### config.mk
export PLATFORM = sky130hd
export DESIGN_NAME = commit_trace_buf
export DESIGN_NICKNAME = d
export VERILOG_FILES = /design/src/rtl/commit_trace_buf.sv
export SDC_FILE = /design/constraint.sdc
export NUM_CORES = 1
export LEC_CHECK = 0
export CORE_MARGIN = 8
export CORE_UTILIZATION = 30
export DETAILED_ROUTE_END_ITERATION = 10
export SETUP_SLACK_MARGIN = 0.1
export SYNTH_ARGS = -nofsm -noshare
export SYNTH_HDL_FRONTEND = slang
export SYNTH_SLANG_ARGS = --single-unit
### constraint.sdc
create_clock -name clk -period 13.5 [get_ports clk]
set_input_delay 2.7 -clock clk [delete_from_list [all_inputs] [get_ports clk]]
set_output_delay 2.7 -clock clk [all_outputs]
set_load 0.005 [all_outputs]
### src/rtl/commit_trace_buf.sv
// commit_trace_buf: records every committed PC together with the number of
// idle cycles since the previous commit into a circular buffer. A reader
// drains the buffer over a valid/ready port. Sticky overflow and hang flags
// help during bring-up.
module commit_trace_buf #(
  parameter int DEPTH       = 16,
  parameter int GAP_W       = 16,
  parameter int HANG_CYCLES = 1024
) (
  input  logic                       clk,
  input  logic                       resetn,
  input  logic                       wb_valid,
  input  logic [31:0]                wb_pc,
  input  logic                       freeze,
  output logic                       rd_valid,
  input  logic                       rd_ready,
  output logic [31:0]                rd_pc,
  output logic [GAP_W-1:0]           rd_gap,
  output logic [$clog2(DEPTH):0]     count,
  output logic                       overflow,
  output logic                       hang,
  output logic [31:0]                commit_cnt
);

  localparam int AW = $clog2(DEPTH);
  localparam int CW = AW + 1;
  localparam int IW = $clog2(HANG_CYCLES + 1);

  localparam logic [AW-1:0]    PTR_ONE   = AW'(1);
  localparam logic [CW-1:0]    CNT_ONE   = CW'(1);
  localparam logic [CW-1:0]    CNT_FULL  = CW'(DEPTH);
  localparam logic [GAP_W-1:0] GAP_MAX   = {GAP_W{1'b1}};
  localparam logic [IW-1:0]    IDLE_MAX  = IW'(HANG_CYCLES);
  localparam logic [IW-1:0]    IDLE_LAST = IW'(HANG_CYCLES - 1);

  logic [31:0]      pc_mem  [DEPTH];
  logic [GAP_W-1:0] gap_mem [DEPTH];

  logic [AW-1:0]    wr_ptr;
  logic [AW-1:0]    rd_ptr;
  logic [GAP_W-1:0] gap_cnt;
  logic [IW-1:0]    idle_cnt;

  logic push;
  logic pop;
  logic full;

  // A frozen commit still counts as a commit; it just is not stored.
  assign push     = wb_valid && !freeze;
  assign rd_valid = (count != '0);
  assign pop      = rd_valid && rd_ready;
  assign full     = (count == CNT_FULL);

  assign rd_pc  = pc_mem[rd_ptr];
  assign rd_gap = gap_mem[rd_ptr];

  // Entry storage; contents intentionally survive reset.
  always_ff @(posedge clk) begin
    if (resetn && push) begin
      pc_mem[wr_ptr]  <= wb_pc;
      gap_mem[wr_ptr] <= gap_cnt;
    end
  end

  // Pointer and occupancy bookkeeping; a push into a full buffer drags the
  // read pointer along so the oldest entry is the one lost or consumed.
  always_ff @(posedge clk) begin
    if (!resetn) begin
      wr_ptr   <= '0;
      rd_ptr   <= '0;
      count    <= '0;
      overflow <= 1'b0;
    end else begin
      if (push) begin
        wr_ptr <= wr_ptr + PTR_ONE;
      end
      if (pop || (push && full)) begin
        rd_ptr <= rd_ptr + PTR_ONE;
      end
      if (push && !pop && !full) begin
        count <= count + CNT_ONE;
      end else if (pop && !push) begin
        count <= count - CNT_ONE;
      end
      if (push && full && !pop) begin
        overflow <= 1'b1;
      end
    end
  end

  // Cycles since the last commit, saturating, captured with each push.
  always_ff @(posedge clk) begin
    if (!resetn) begin
      gap_cnt <= '0;
    end else if (wb_valid) begin
      gap_cnt <= '0;
    end else if (gap_cnt != GAP_MAX) begin
      gap_cnt <= gap_cnt + 1'b1;
    end
  end

  // Idle watchdog: hang latches when the idle run reaches HANG_CYCLES.
  always_ff @(posedge clk) begin
    if (!resetn) begin
      idle_cnt <= '0;
      hang     <= 1'b0;
    end else begin
      if (wb_valid) begin
        idle_cnt <= '0;
      end else if (idle_cnt != IDLE_MAX) begin
        idle_cnt <= idle_cnt + 1'b1;
      end
      if (!wb_valid && idle_cnt == IDLE_LAST) begin
        hang <= 1'b1;
      end
    end
  end

  // Total commit counter, frozen commits included, wrapping naturally.
  always_ff @(posedge clk) begin
    if (!resetn) begin
      commit_cnt <= '0;
    end else if (wb_valid) begin
      commit_cnt <= commit_cnt + 32'd1;
    end
  end

endmodule

[Word level (Yosys, flattened, before mapping)]
Memory sizes are Yosys's and may differ from the RTL's. A register that Yosys moved wholly into a read port is not among the register bits.
Index checks and enable logic that the tools add are counted.
Storage, ports and cells
  memories: 2
  RAM bits: 768
  register bits: 74
  output and inout port bits: 88
Memories
  pc_mem: depth 16, width 32, read ports 1, clocked after memory_dff 1, write ports 1, line 36  | logic [31:0] pc_mem [DEPTH];
  gap_mem: depth 16, width 16, read ports 1, clocked after memory_dff 1, write ports 1, line 37  | logic [GAP_W-1:0] gap_mem [DEPTH];
Cells by class
  reduce and logical (&&, ||, !) cells: 18
  equal/unequal tests: 4
  bitwise logic cells: 1
  muxes and demuxes: 8
  add/subtract/negate cells: 7
Operator list (count)
  32-bit by 1-bit adder with 32-bit output (second input constant): 1
  16-bit by 1-bit adder with 16-bit output (second input constant): 1
  4-bit two-way mux: 4
  16-bit inequality test (second input constant): 1
  11-bit by 1-bit adder with 11-bit output (second input constant): 1
  11-bit by 10-bit equality test with 1-bit output (second input constant): 1
  11-bit inequality test (second input constant): 1
  5-bit two-way mux: 2
  1-bit logical AND: 9
  4-bit by 1-bit adder with 4-bit output (second input constant): 2
  5-bit by 1-bit adder with 5-bit output (second input constant): 1
  5-bit equality test (second input constant): 1
  1-bit zero test: 5
  5-bit nonzero test: 1
  5-bit by 1-bit subtractor with 5-bit output (second input constant): 1
  1-bit two-way mux: 2
  2-bit nonzero test: 1
  2-bit OR reduction: 1
  1-bit logical OR: 1
  1-bit inverter: 1

[Logic depth before layout (Yosys ltp)]
  depth after elaboration: 6
  gate-level depth with buffers: 9

[Worst setup path after synthesis]
No wires, ideal clock.
  kind: input to register
  start point: in wb_valid
  end point: mem gap_mem[11][0] (enable)
  setup slack: 7.234 ns
  stages on the path: 5
  setup time: 0.454 ns
  arrival: 5.812 ns
  required time: 13.046 ns
  path through: clkbuf_1 -> nor2b_1 -> clkbuf_1 -> nand2_1 -> nor2_1
On the way
  word-level cells in the longest chain between the ends: 4
Ends and longest elaborated chain
  start, declared: line 12  | input logic wb_valid,
  1-bit logical AND: line 49  | assign push = wb_valid && !freeze;
  1-bit logical AND: line 59  | if (resetn && push) begin
  1-bit two-way mux: line 59
  1-bit two-way mux (not written as such): line 61  | gap_mem[wr_ptr] <= gap_cnt;
  end, declared: line 37
Every way passes these cells.

==> impl_results.rst <==
.. list-table::
   :header-rows: 1

   * - Metric
     - Value
   * - Total Negative Setup Slacks
     - 0 ps
   * - DRT Wirelength
     - 73,460 um
   * - Detail Placement HPWL
     - 36,900 um
   * - Core outline area
     - 0.1074 mm2
   * - Post-CTS setup-driven buffer insertion count
     - 0
   * - Number of search-and-repair iterations in the first detailed-routing pass
     - 5
   * - Standby leakage power
     - 11.62 nW
   * - Post-synthesis cell type count
     - 50
   * - Syn_nets
     - 1,564
   * - Clock Tree Buf Depth
     - 3
   * - Minimum setup slack in the final design
     - 5761 ps
   * - Commonest cells post-synth
     - sky130_fd_sc_hd__edfxtp_1, sky130_fd_sc_hd__mux4_2, sky130_fd_sc_hd__dfxtp_1
   * - Initial drt markers
     - 1,257
   * - Hold buffer count at cts
     - 0
   * - Highest achievable clock rate
     - 129.2 MHz
   * - Worst hold path type
     - register to register
   * - Grt total ovfl
     - 0
   * - Area of the die
     - 0.1192 mm2
   * - Final min period
     - 7739 ps
   * - Relative max-transition margin
     - 0.2613
   * - Worst slack at placement
     - 6343 ps
   * - FF-to-FF End
     - count[4]$_SDFFE_PN0P_
   * - Data required time of the worst path
     - 10,800 ps
   * - Instance count along the most critical hold path
     - 1
   * - Pwr dens
     - 164.9 mW/mm2
   * - H-tree depth
     - 3
   * - Crit Path Category
     - register to primary output
   * - Slew at the pin closest to its max-slew limit
     - 1108 ps
   * - Count of cells resized by post-cts repair
     - 0
   * - Run status
     - completed
   * - Via density
     - 4.937
   * - Fin. max-slew vios
     - 0
   * - Synthesized instance count
     - 1,514
   * - Total clock buffers created by CTS
     - 88
   * - Area growth syn-to-layout
     - 17.84%
   * - Fraction of final layout cells with drive strength greater than 1
     - 0.2384
   * - Standard-cell row count
     - 120
   * - GRT Resource Usage Total
     - 0.1209
   * - Worst vdd rail ir drop
     - 0.0001048 V
   * - Setup repair after global routing missed its margin
     - false
   * - Via count of the first global-routing pass
     - 16.66k
   * - Largest net degree at the start of global routing
     - 73
   * - Horiz. Die Dim
     - 345.2 um
   * - Flip-flop and latch count after synthesis
     - 846
   * - Critical path fanouts, max
     - 72
   * - Number of cells on the worst reg-to-reg path
     - 8
   * - Proportion of synthesized flip-flops having asynchronous set or reset
     - 0
   * - Total number of yosys warnings
     - 0
   * - Startpoint type of the worst setup path
     - register
   * - Number of nets in the final layout
     - 1,733
   * - Dominant cell type by area after synthesis
     - sky130_fd_sc_hd__edfxtp_1
   * - Area share of the largest cell type after synthesis
     - 0.7094
   * - Insertion delay of the later-clocked pin in the worst-skew pair
     - 670 ps
   * - Count of flip-flops with a built-in enable after synthesis
     - 768
   * - Final routed wire length divided by cell count
     - 23.26 um
   * - Flip-flop and latch area
     - 0.02464 mm2
   * - Portion of the post-synthesis area used by sequential elements
     - 0.7574
   * - Worst hold path endpoint
     - hang$_SDFFE_PN0P_
   * - Number of antenna violations at the first check in global routing
     - 2
   * - Final count of hold timing violations
     - 0
   * - Antenna viol nets, final
     - 0
   * - Reg2reg start
     - count[0]$_SDFFE_PN0P_
   * - Number of maximum-capacitance violations
     - 0
   * - Height of the chip
     - 345.2 um
   * - Top cells by area in the synthesized netlist
     - sky130_fd_sc_hd__edfxtp_1, sky130_fd_sc_hd__mux4_2, sky130_fd_sc_hd__dfxtp_1
   * - Cell at the root of the clock tree
     - sky130_fd_sc_hd__clkbuf_16
   * - Area of the mapped netlist
     - 0.03251 mm2
   * - Min-delay src
     - hang$_SDFFE_PN0P_
   * - IO Count
     - 125
   * - Share of the clock period used by the worst path after layout
     - 0.5732
   * - Total clock sinks
     - 846
   * - Most used flip-flop cell after synthesis
     - sky130_fd_sc_hd__edfxtp_1
   * - Data arrival time of the critical path
     - 5040 ps
   * - Mean cell area of the mapped netlist
     - 21.47 um2
   * - Crit. End Element
     - primary output
   * - Reg2reg setup slack
     - 10,380 ps
   * - Placer Congestion
     - 0.7427
   * - Number of inserted filler cells in the final layout
     - 9,728
   * - Initial core utilization
     - 0.3028
   * - TritonCTS clock tree
     - done
   * - Total of endpoints with negative setup slack in the final report
     - 0
   * - Count of buffers inserted at the top-level ports
     - 124
   * - Most instantiated library cell after synthesis
     - sky130_fd_sc_hd__edfxtp_1
   * - Post-route clock skew
     - 45.87 ps
   * - Clock-pin slew on the worst setup and hold paths
     - 60 ps
   * - Remaining DRCs
     - 0
   * - Area occupied by multi-input gates
     - 0.007645 mm2
   * - Global-route wire length before repair
     - 109,600 um
   * - Vias after detailed routing
     - 15.59k
[worst max-delay path by stage]
stage	startpoint	to	slack, ps	depth (start not counted)
after floorplan	wb_valid	gap_mem[11][0]$_DFFE_PP_	7230	5
after global placement	register	rd_gap[10]	6410	5
after detailed placement	register	rd_gap[10]	6340	5
after CTS	register	rd_gap[10]	5630	5
after global routing	register	rd_gap[15]	5460	5
final	register	rd_gap[10]	5760	5
[critical path, cell delays in order, from the launching register on]
cell and delay, ps:
sky130_fd_sc_hd__dfxtp_4 910, sky130_fd_sc_hd__buf_4 870, sky130_fd_sc_hd__buf_4 930, sky130_fd_sc_hd__mux4_2 430
sky130_fd_sc_hd__mux4_2 600, sky130_fd_sc_hd__clkdlybuf4s50_1 510
[sequential cells by signal, summed over array words and instances (netlist names), 4 cells and up, named ones only]
signal / cells
pc_mem: 512
count: 5
commit_cnt: 32
gap_mem: 256
wr_ptr: 4
rd_ptr: 4
idle_cnt: 11
gap_cnt: 16
[routing by layer]
layer  track usage  vias up  share of wire
li1              -     6720              -
met1        0.1588     8310           0.43
met2        0.1998      442           0.49
met3       0.02895      116          0.061
met4       0.03405        2          0.022
met5             0        -        0.00014
[power by group]
group / internal (mW) / switching [mW]
Clock: 1.30 / 0.997
Combinational: 0.631 / 0.462
Sequential: 2.86 / 0.0652
[final cells by class]
cell class / instances / area share
diodes: 2 / 0.0001306
clock buffers: 112 / 0.06143
clock inverters: 48 / 0.01035
inverters: 15 / 0.001470
multi-input cells: 579 / 0.1996
flip-flops and latches: 846 / 0.6432
well taps: 1403 / 0.04582
repair buffers: 153 / 0.03808
[kinds of logic (layout without fill, tap and decap cells)]
kind of cell | after synthesis | after routing | share of synthesized area
AO/OA/AOI/OAI | 86 | 86 | 0.01640
XOR/XNOR | 23 | 23 | 0.006196
adder cells (fa/ha/maj) | 13 | 13 | 0.005234
buffers and inverters | 89 | 328 | 0.01131
flip-flops | 846 | 846 | 0.7574
multiplexers | 250 | 250 | 0.1693
other | 0 | 2 | 0
AND/OR/NAND/NOR | 207 | 207 | 0.03410
[metrics by stage]
stage / cell area [um2] / hold WS (ps) / util / std cells / power, mW
floorplan: 32510 / 452.9 / - / 1514 / 3.718
global placement: 35550 / 454.0 / 0.3312 / 2996 / 4.091
detailed placement: 35550 / 458.0 / 0.3312 / 2996 / 4.113
CTS: 38300 / 480.4 / 0.3568 / 3156 / 6.422
global route: 38300 / 503.4 / 0.3568 / 3156 / 6.578
finish: 38310 / 479.0 / 0.3569 / 3158 / 6.319
[cells in the final DEF (no fill, tap or decap), drive strengths merged, types with 20 or more instances in the layout]
master	n
or4	26
clkinv	37
dfxtp	78
clkdlybuf4s50	124
clkbuf	112
inv	20
nor2	53
buf	29
a21oi	36
mux4	240
nand3	23
o31ai	22
edfxtp	768
nand2	38
(Power assumes the default switching activity.)
